===== config.mk =====
export PLATFORM = sky130hd
export DESIGN_NAME = clk_div_ctrl
export DESIGN_NICKNAME = d
export VERILOG_FILES = /design/src/rtl/clk_div_ctrl_pkg.sv /design/src/rtl/clk_div_counter.sv /design/src/rtl/clk_div_ctrl.sv
export SDC_FILE = /design/constraint.sdc
export NUM_CORES = 1
export LEC_CHECK = 0
export CORE_ASPECT_RATIO = 2
export CORE_UTILIZATION = 30
export CTS_CLUSTER_SIZE = 10
export DETAILED_ROUTE_END_ITERATION = 10
export GPL_TIMING_DRIVEN = 0
export SLEW_MARGIN = 5
export SYNTH_ARGS = -nofsm -noshare
export SYNTH_HDL_FRONTEND = slang
export SYNTH_SLANG_ARGS = --single-unit
export TNS_END_PERCENT = 10

===== constraint.sdc =====
create_clock -name clk_in -period 4.9 [get_ports clk_in]
set_clock_uncertainty 0.1 [all_clocks]
set_input_delay 1.47 -clock clk_in [delete_from_list [all_inputs] [get_ports clk_in]]
set_output_delay 1.47 -clock clk_in [all_outputs]
set_load 0.005 [all_outputs]

===== src/rtl/clk_div_ctrl_pkg.sv =====
// clk_div_ctrl_pkg: shared constants and FSM state type for the divider controller.
//   CNT_W   - default width of the period counter / divisor
//   DEF_DIV - default divisor loaded at reset
//   MIN_DIV - smallest legal period; smaller requests are clamped up to it
//   TCNT_W  - width of burst length and tick counter
package clk_div_ctrl_pkg;

  localparam int unsigned CNT_W   = 11;
  localparam int unsigned DEF_DIV = 8;
  localparam int unsigned MIN_DIV = 2;
  localparam int unsigned TCNT_W  = 16;

  typedef enum logic [1:0] {
    ST_IDLE      = 2'd0,
    ST_RUN       = 2'd1,
    ST_STOP_WAIT = 2'd2
  } state_t;

endpackage


===== src/rtl/clk_div_counter.sv =====
// clk_div_counter: period counter for clk_div_ctrl. Counts 0..P-1 while enabled,
// P = max(i_div, MIN_DIV), and is cleared (held at 0) while disabled.
//   i_clk    - system clock
//   i_rst    - synchronous active-high reset
//   i_en     - count enable; low clears the counter
//   i_div    - requested period in i_clk cycles
//   o_wrap_c - combinational: enabled and counter at P-1 (last cycle of the period)
module clk_div_counter #(
  parameter int unsigned CNT_W = clk_div_ctrl_pkg::CNT_W
) (
  input  logic             i_clk,
  input  logic             i_rst,
  input  logic             i_en,
  input  logic [CNT_W-1:0] i_div,
  output logic             o_wrap_c
);
  import clk_div_ctrl_pkg::*;

  logic [CNT_W-1:0] r_cnt;
  logic [CNT_W-1:0] w_last;

  // Terminal count, with divisors 0 and 1 clamped to the minimum period.
  assign w_last   = (i_div < CNT_W'(MIN_DIV)) ? CNT_W'(MIN_DIV - 1) : i_div - 1'b1;
  assign o_wrap_c = i_en && (r_cnt == w_last);

  always_ff @(posedge i_clk) begin
    if (i_rst || !i_en) begin
      r_cnt <= '0;
    end else if (o_wrap_c) begin
      r_cnt <= '0;
    end else begin
      r_cnt <= r_cnt + 1'b1;
    end
  end

endmodule


===== src/rtl/clk_div_ctrl.sv =====
// clk_div_ctrl: programmable divider controller. Issues a one-cycle tick every P
// clk_in cycles while running, with start/stop, burst-length runs and divisor
// updates that take effect only at period boundaries.
// Optional feature macro: CLK_DIV_CTRL_CLKOUT_EN builds a 50% duty clk_out that
// toggles on every tick; without it clk_out is tied low.
//   clk_in    - system clock          rst       - synchronous active-high reset
//   cfg_div   - requested period      cfg_valid - divisor update request
//   cfg_ready - update can be taken   start     - begin a run (IDLE only)
//   stop      - orderly stop (RUN)    burst_len - ticks per run, 0 = free-run
//   busy      - state != IDLE         tick      - end-of-period enable
//   done      - run ended pulse       tick_cnt  - ticks issued this run
//   clk_out   - divided square wave
module clk_div_ctrl #(
  parameter int unsigned CNT_W   = clk_div_ctrl_pkg::CNT_W,
  parameter int unsigned DEF_DIV = clk_div_ctrl_pkg::DEF_DIV
) (
  input  logic                                clk_in,
  input  logic                                rst,
  input  logic [CNT_W-1:0]                    cfg_div,
  input  logic                                cfg_valid,
  output logic                                cfg_ready,
  input  logic                                start,
  input  logic                                stop,
  input  logic [clk_div_ctrl_pkg::TCNT_W-1:0] burst_len,
  output logic                                busy,
  output logic                                tick,
  output logic                                done,
  output logic [clk_div_ctrl_pkg::TCNT_W-1:0] tick_cnt,
  output logic                                clk_out
);
  import clk_div_ctrl_pkg::*;

  state_t              r_state;
  state_t              w_state_nxt;
  logic [CNT_W-1:0]    r_div_act;
  logic [CNT_W-1:0]    r_shadow;
  logic                r_shadow_vld;
  logic                r_done;
  logic [TCNT_W-1:0]   r_tick_cnt;
  logic [TCNT_W-1:0]   r_burst_q;
  logic                w_busy;
  logic                w_tick;
  logic                w_final;
  logic                w_start_acc;
  logic                w_cfg_acc;

  assign w_busy      = (r_state != ST_IDLE);
  assign w_start_acc = (r_state == ST_IDLE) && start;
  assign w_final     = (r_burst_q != '0) && (TCNT_W'(r_tick_cnt + 1'b1) == r_burst_q);
  // The shadow is only ever filled while running and drains at a tick.
  assign cfg_ready   = ~r_shadow_vld;
  assign w_cfg_acc   = cfg_valid & cfg_ready;

  clk_div_counter #(
    .CNT_W (CNT_W)
  ) u_counter (
    .i_clk    (clk_in),
    .i_rst    (rst),
    .i_en     (w_busy),
    .i_div    (r_div_act),
    .o_wrap_c (w_tick)
  );

  // Next-state decode; every exit from a running state happens on a tick.
  always_comb begin
    w_state_nxt = r_state;
    case (r_state)
      ST_IDLE: begin
        if (start) w_state_nxt = ST_RUN;
      end
      ST_RUN: begin
        if (w_tick && (w_final || stop)) w_state_nxt = ST_IDLE;
        else if (stop)                   w_state_nxt = ST_STOP_WAIT;
      end
      ST_STOP_WAIT: begin
        if (w_tick) w_state_nxt = ST_IDLE;
      end
      default: w_state_nxt = ST_IDLE;
    endcase
  end

  // State register, done pulse, run bookkeeping.
  always_ff @(posedge clk_in) begin
    if (rst) begin
      r_state    <= ST_IDLE;
      r_done     <= 1'b0;
      r_tick_cnt <= '0;
      r_burst_q  <= '0;
    end else begin
      r_state <= w_state_nxt;
      r_done  <= w_busy && (w_state_nxt == ST_IDLE);
      if (w_start_acc) begin
        r_tick_cnt <= '0;
        r_burst_q  <= burst_len;
      end else if (w_tick) begin
        r_tick_cnt <= r_tick_cnt + 1'b1;
      end
    end
  end

  // Divisor: direct load when idle, shadowed while running, applied at a tick.
  always_ff @(posedge clk_in) begin
    if (rst) begin
      r_div_act    <= CNT_W'(DEF_DIV);
      r_shadow     <= '0;
      r_shadow_vld <= 1'b0;
    end else if (!w_busy) begin
      if (w_cfg_acc) r_div_act <= cfg_div;
    end else if (w_tick) begin
      if (r_shadow_vld) begin
        r_div_act    <= r_shadow;
        r_shadow_vld <= 1'b0;
      end else if (w_cfg_acc) begin
        // Request landing on the boundary itself can go straight in.
        r_div_act <= cfg_div;
      end
    end else if (w_cfg_acc) begin
      r_shadow     <= cfg_div;
      r_shadow_vld <= 1'b1;
    end
  end

`ifdef CLK_DIV_CTRL_CLKOUT_EN
  logic r_clk_out;

  // Toggle per tick; forced low whenever the run ends.
  always_ff @(posedge clk_in) begin
    if (rst) begin
      r_clk_out <= 1'b0;
    end else if (w_state_nxt == ST_IDLE) begin
      r_clk_out <= 1'b0;
    end else if (w_tick) begin
      r_clk_out <= ~r_clk_out;
    end
  end

  assign clk_out = r_clk_out;
`else
  assign clk_out = 1'b0;
`endif

  assign busy     = w_busy;
  assign tick     = w_tick;
  assign done     = r_done;
  assign tick_cnt = r_tick_cnt;

endmodule


## After elaboration in Yosys (flattened, before gate mapping)

Cells that the tools add are included.

| storage, ports and cells | value |
|---|---|
| bits in registers | 69 |
| input bits | 32 |
| output and inout port bits | 21 |
| logic and storage cells | 49 |

| operators by class | value |
|---|---|
| add/sub/neg operators | 3 |
| order comparisons | 1 |
| equal/unequal tests | 5 |
| mux-type cells | 12 |
| bitwise gates (word level) | 3 |
| reduce and logical (&&, ||, !) cells | 17 |

Operators by type and width:

| operator | count |
|---|---|
| two-way mux 11 bit | 5 |
| adder 16 x 1 -> 16 bit, second input constant | 1 |
| equality test 16 bit | 1 |
| nonzero test 16 bit | 1 |
| adder 11 x 1 -> 11 bit, second input constant | 1 |
| equality test 11 bit | 1 |
| < comparator 11 x 2 -> 1 bit, second input constant | 1 |
| subtractor 11 x 1 -> 11 bit, second input constant | 1 |
| two-way mux 2 bit | 4 |
| one-hot mux 2 bit (3 select lines) | 1 |
| logical AND 1 bit | 5 |
| zero test 2 bit | 2 |
| nonzero test 2 bit | 2 |
| OR reduction 2 bit | 2 |
| AND reduction 3 bit | 1 |
| equality test 2 x 1 -> 1 bit, second input constant | 1 |
| equality test 2 bit, second input constant | 1 |
| logical OR 1 bit | 2 |
| two-way mux 1 bit | 2 |
| inequality test 2 bit, second input constant | 1 |
| inverter 1 bit | 2 |
| AND reduction 2 bit | 1 |
| bitwise AND 1 bit | 1 |
| zero test 1 bit | 1 |

## Logic depth before layout (Yosys ltp)

| logic depth | value |
|---|---|
| word-level depth | 9 |
| mapped depth | 12 |
| mapped depth without buffers | 10 |

## Cells and area by module

From an unflattened synthesis, not the netlist that was laid out.

| unflattened totals | value |
|---|---|
| cell total of the unflattened synthesis | 487 |
| area, all modules | 4016.4 sq um |

Modules (own cells, without submodules):

| module | times used | cells an instance | area each (sq um) | sequential area each (sq um) |
|---|---|---|---|---|
| clk_div_ctrl | 1 | 353 | 2884.0 | 1161.1 |
| clk_div_counter | 1 | 134 | 1132.3 | 220.2 |

## Worst setup path after synthesis

Ideal clock, no wire load.

| path | value |
|---|---|
| path type | register to output |
| from | register r_div_act[0] |
| to | output port tick |
| arrival | 2658 ps |
| required time | 3330 ps |
| path slack | 672 ps |
| cell stages (with the launch flop) | 10 |
| path buffers | 1 |
| path through | dfxtp_1 -> inv_1 -> ha_1 -> or3b_1 -> or3_1 -> and3_1 -> a211o_1 -> or4b_4 -> buf_6 -> nor3_4 |

| on the way | value |
|---|---|
| cells in the longest elaborated chain, start to end | 4 |
| elaborated cells between the ends (all ways) | 5 |
| classes of those cells | add/sub (1); order compare (1); eq/ne (1); mux (1); reduce/logical (1) |

Ends and longest elaborated chain:

| what | line | text |
|---|---|---|
| start: declaration | clk_div_ctrl.sv:35 | `logic [CNT_W-1:0] r_div_act;` |
| start signal: assignment | clk_div_ctrl.sv:104 | `r_div_act <= CNT_W'(DEF_DIV);` |
| start signal: assignment | clk_div_ctrl.sv:108 | `if (w_cfg_acc) r_div_act <= cfg_div;` |
| start signal: assignment | clk_div_ctrl.sv:111 | `r_div_act <= r_shadow;` |
| subtractor 11 x 1 -> 11 bit / < comparator 11 x 2 -> 1 bit (equally long branches) | clk_div_counter.sv:23 | `assign w_last = (i_div < CNT_W'(MIN_DIV)) ? CNT_W'(MIN_DIV - 1) : i_div - 1'b1;` |
| two-way mux 11 bit * | clk_div_counter.sv:23 |  |
| equality test 11 bit * | clk_div_counter.sv:24 | `assign o_wrap_c = i_en && (r_cnt == w_last);` |
| logical AND 1 bit * | clk_div_counter.sv:24 |  |
| end: declaration | clk_div_ctrl.sv:26 | `output logic tick,` |

Mark *: on every way between the ends. The rest lies on a longest branch, timed or not.

## Final worst setup path

Same ends and word-level chain as after synthesis.

==> reports/qor.json <==
{
  "start_to_end_type_of_the_worst_setup_path": "register to output pin",
  "floorplan.die.width_um": 83.9,
  "path_cells": "inv_2 > ha_4 > or3b_4 > or3_1 > and3_1 > a211o_1 > or4b_4 > nor3_4 > clkdlybuf4s15_2",
  "remaining_drc_errors": 4,
  "yosys.area.top_type": "sky130_fd_sc_hd__dfxtp_1",
  "cts_tree": "yes",
  "hold_path_end": "r_shadow[4]",
  "postRouteAntennaNets": 0,
  "synthTopCellsByArea": "sky130_fd_sc_hd__dfxtp_1 34%, sky130_fd_sc_hd__a21oi_1 6.3%, sky130_fd_sc_hd__xnor2_1 6.3%",
  "yosysUniqueCellTypes": 61,
  "critical_path_max_stage_delay_ns": 0.60,
  "initial_core_util_pct": 30.8,
  "outcome": "complete, but fails checks",
  "yosys_top_cell_area_share_pct": 34.3,
  "nFillCells": 1346,
  "finalWeightedCongestion": 0.875,
  "rr_worst_depth": 12,
  "final_core_utilization_pct": 38.8,
  "grtUsageTotal_pct": 18.3,
  "layout-drive-gt1-share_pct": 9.97,
  "detail_route.vias_per_cell": 5.47,
  "slew-limit-headroom_pct": 51.5,
  "postSynth.topFlopCell": "sky130_fd_sc_hd__dfxtp_1",
  "timing.fmax_mhz": 207,
  "start_kind": "register",
  "final-max-slew-violation-count": 0,
  "ys.warnings.count": 0,
  "hold_viol_final": 0,
  "period_share_pct": 98.6,
  "crit-reg2reg-capture": "tick_cnt[15]",
  "worst-slew-pin-transition_ns": 0.728,
  "dp.final_hpwl_um": 9500,
  "first_global_vias": 4032,
  "syn-instance-count": 509,
  "timing.final.crit_period_ns": 4.83,
  "cp_max_fo": 5,
  "syn2layout_area_growth_pct": 25.9,
  "max-clock-path-buffers": 2,
  "worst-endpoint-arrival_ns": 3.26,
  "layout_commonest_cell": "sky130_fd_sc_hd__dfxtp_1",
  "postCtsHoldBufs": 0,
  "drt-total-wl_um": 12400,
  "synth-seq-area-share_pct": 34.3,
  "placement_rows": 59,
  "vdd.ir_drop.worst_uv": 170,
  "io-pin-count": 53,
  "worst_hold_path.num_cells": 2,
  "cts.root.buffer_cell": "sky130_fd_sc_hd__clkbuf_16",
  "avgSynthCellArea_um2": 7.91,
  "die_area_um2": 13900,
  "cpLargestDelayFamily": "simple AND/OR/NAND/NOR gates",
  "final_nets": 612,
  "timing.hold.worst.start": "r_shadow[4]",
  "fin_setup_tns_ns": 0,
  "tritoncts.num_buffers": 9,
  "grt_overflow": 0,
  "setup.reg_to_reg.worst_slack_ns": 1.12,
  "drt_first_pass_iters": 8,
  "cap_violations": 0,
  "placedCellCount": 712,
  "synth_seq_cells": 69,
  "critical_path_required_ns": 3.33,
  "io_buffers": 51,
  "placeableCoreArea_um2": 13100,
  "layout.cells.most_common_list": "67 x sky130_fd_sc_hd__dfxtp_1, 60 x sky130_fd_sc_hd__nand2_1, 51 x sky130_fd_sc_hd__a21oi_1",
  "post_syn_nets": 544,
  "power-per-cell-area_nw_per_um2": 302,
  "worst_reg2reg_startpoint": "r_div_act[0]",
  "endpoint_kind": "output pin",
  "antenna_found_initial": 0,
  "detail_route.wl_per_cell_um": 16.9,
  "floorplan.die.height_um": 166,
  "setup_slack_ns": 0.0676,
  "drt_iter0_markers": 172,
  "min-delay-path-class": "register to register",
  "grt_start_max_net_pins": 12,
  "cellLeakagePower_nw": 1.81,
  "synth_enable_flop_cells": 0,
  "grt_first_pass_wirelength_um": 20100,
  "route.vias.total": 4017,
  "clk_pin_slew_ns": 0.06,
  "insertedDiodeCount": 0,
  "critical_path.slowest_cell": "sky130_fd_sc_hd__or4b_4",
  "postSynth.asyncResetShare_pct": 0,
  "setup_violations": 0,
  "syn_area_um2": 4030,
  "dp_slack_ns": -0.326,
  "crit_buf_inv": 2,
  "clock_tree.htree_level_count": 3,
  "clock_sinks": 69,
  "violations": "DRC",
  "worstSkewPairLatency_ns": 0.34,
  "finish.cell_count_without_fillers": 734
}
[metal layers]
metal  track usage (%)  up-vias  share of wire, %
met4              12.1        0               5.6
li1                  -     1967                 -
met2              35.9      104                56
met1              17.1     1902                35
met5                 0        -                 0
met3              2.39       44               2.8
[repair_timing]
item,in CTS,in global routing
buffers inserted,2,5
pin swaps,1,2
resized for setup,10,3
setup endpoints to repair,1,1
[through the flow]
| stage | hold WS (ns) | total power [mW] | instance area (um2) |
|---|---|---|---|
| 3_3_place_gp | 0.361 | 0.925 | 4730 |
| 4_1_cts | 0.380 | 1.52 | 5020 |
| 2_1_floorplan | 0.354 | 0.831 | 4030 |
| 3_5_place_dp | 0.370 | 0.931 | 4730 |
| 6_report | 0.380 | 1.53 | 5070 |
| 5_1_grt | 0.404 | 1.61 | 5070 |
[flip-flops by register name, summed over array words and instances, names as in the netlist]
name and count:
done 1, r_burst_q 16, r_state 2, tick_cnt 16
r_shadow_vld 1, r_div_act 11, r_shadow 11, u_counter.r_cnt 11
[Yosys cell counts, drive strengths merged, types with 2 or more instances]
master	instances
nor3	24
o21a	7
o22ai	9
or3	19
a21o	4
nor4	12
a31oi	4
and3	8
o2111ai	2
xor2	16
or4	4
dfxtp	69
nand2	60
a31o	8
nand3	18
nor2	24
mux2i	6
or4b	2
o31ai	3
o221ai	2
xnor2	29
and2	5
a21oi	51
clkbuf	20
nand4	7
o211ai	2
and4	2
a211o	3
nand4b	2
o21ai	25
ha	3
nor2b	3
inv	22
buf	12
or2	2
o311ai	2
o311a	2
[cells by family (layout without fill, tap and decap cells)]
kind of cell / Yosys count / after routing / synth area share [%]
flops: 69 / 69 / 34.3
simple gates: 197 / 197 / 25.7
buf+inv: 55 / 128 / 6.55
other cells: 1 / 1 / 0.0931
mux: 7 / 7 / 1.77
xor+xnor: 45 / 45 / 9.79
fa+ha+maj: 3 / 3 / 0.932
compound gates: 132 / 132 / 20.9
[cell type report]
class                   instances  area [um2]  share of cell area, %
multi-input cells             385        2420                   47.7
flip-flops and latches         69        1380                   27.3
repair buffers                 58         564                   11.1
clock buffers                  11         233                   4.59
well taps                     152         190                   3.75
plain buffers                  32         170                   3.35
inverters                      22        82.6                   1.63
clock inverters                 5        27.5                  0.543
[worst max-delay path by stage]
stage	startpoint	to	slack [ns]	cells past startpoint
after global routing	r_div_act[0]	tick	-0.002	9
after CTS	r_div_act[1]	tick	0.01	9
final	r_div_act[0]	tick	0.07	9
after floorplan	r_div_act[0]	tick	0.67	9
after detailed placement	r_div_act[3]	tick	-0.33	8
after global placement	r_div_act[3]	tick	-0.32	8
[worst register-to-register path, cell delays in order, from the launching register on]
cell and delay [ns]:
sky130_fd_sc_hd__dfxtp_2 0.35, sky130_fd_sc_hd__inv_2 0.10, sky130_fd_sc_hd__ha_4 0.15, sky130_fd_sc_hd__or3b_4 0.41
sky130_fd_sc_hd__or3_1 0.38, sky130_fd_sc_hd__and3_1 0.22, sky130_fd_sc_hd__a211o_1 0.24, sky130_fd_sc_hd__or4b_4 0.60
sky130_fd_sc_hd__buf_4 0.18, sky130_fd_sc_hd__nor3_4 0.46, sky130_fd_sc_hd__buf_6 0.23, sky130_fd_sc_hd__a21oi_1 0.07
sky130_fd_sc_hd__a31o_1 0.20
[power by group]
group          leakage, nW  total [mW]  switching, mW  internal [mW]
clock                0.129       0.588          0.249          0.339
combinational         1.12       0.318          0.175          0.143
sequential           0.563       0.623         0.0324          0.591
(Power assumes the default switching activity.)
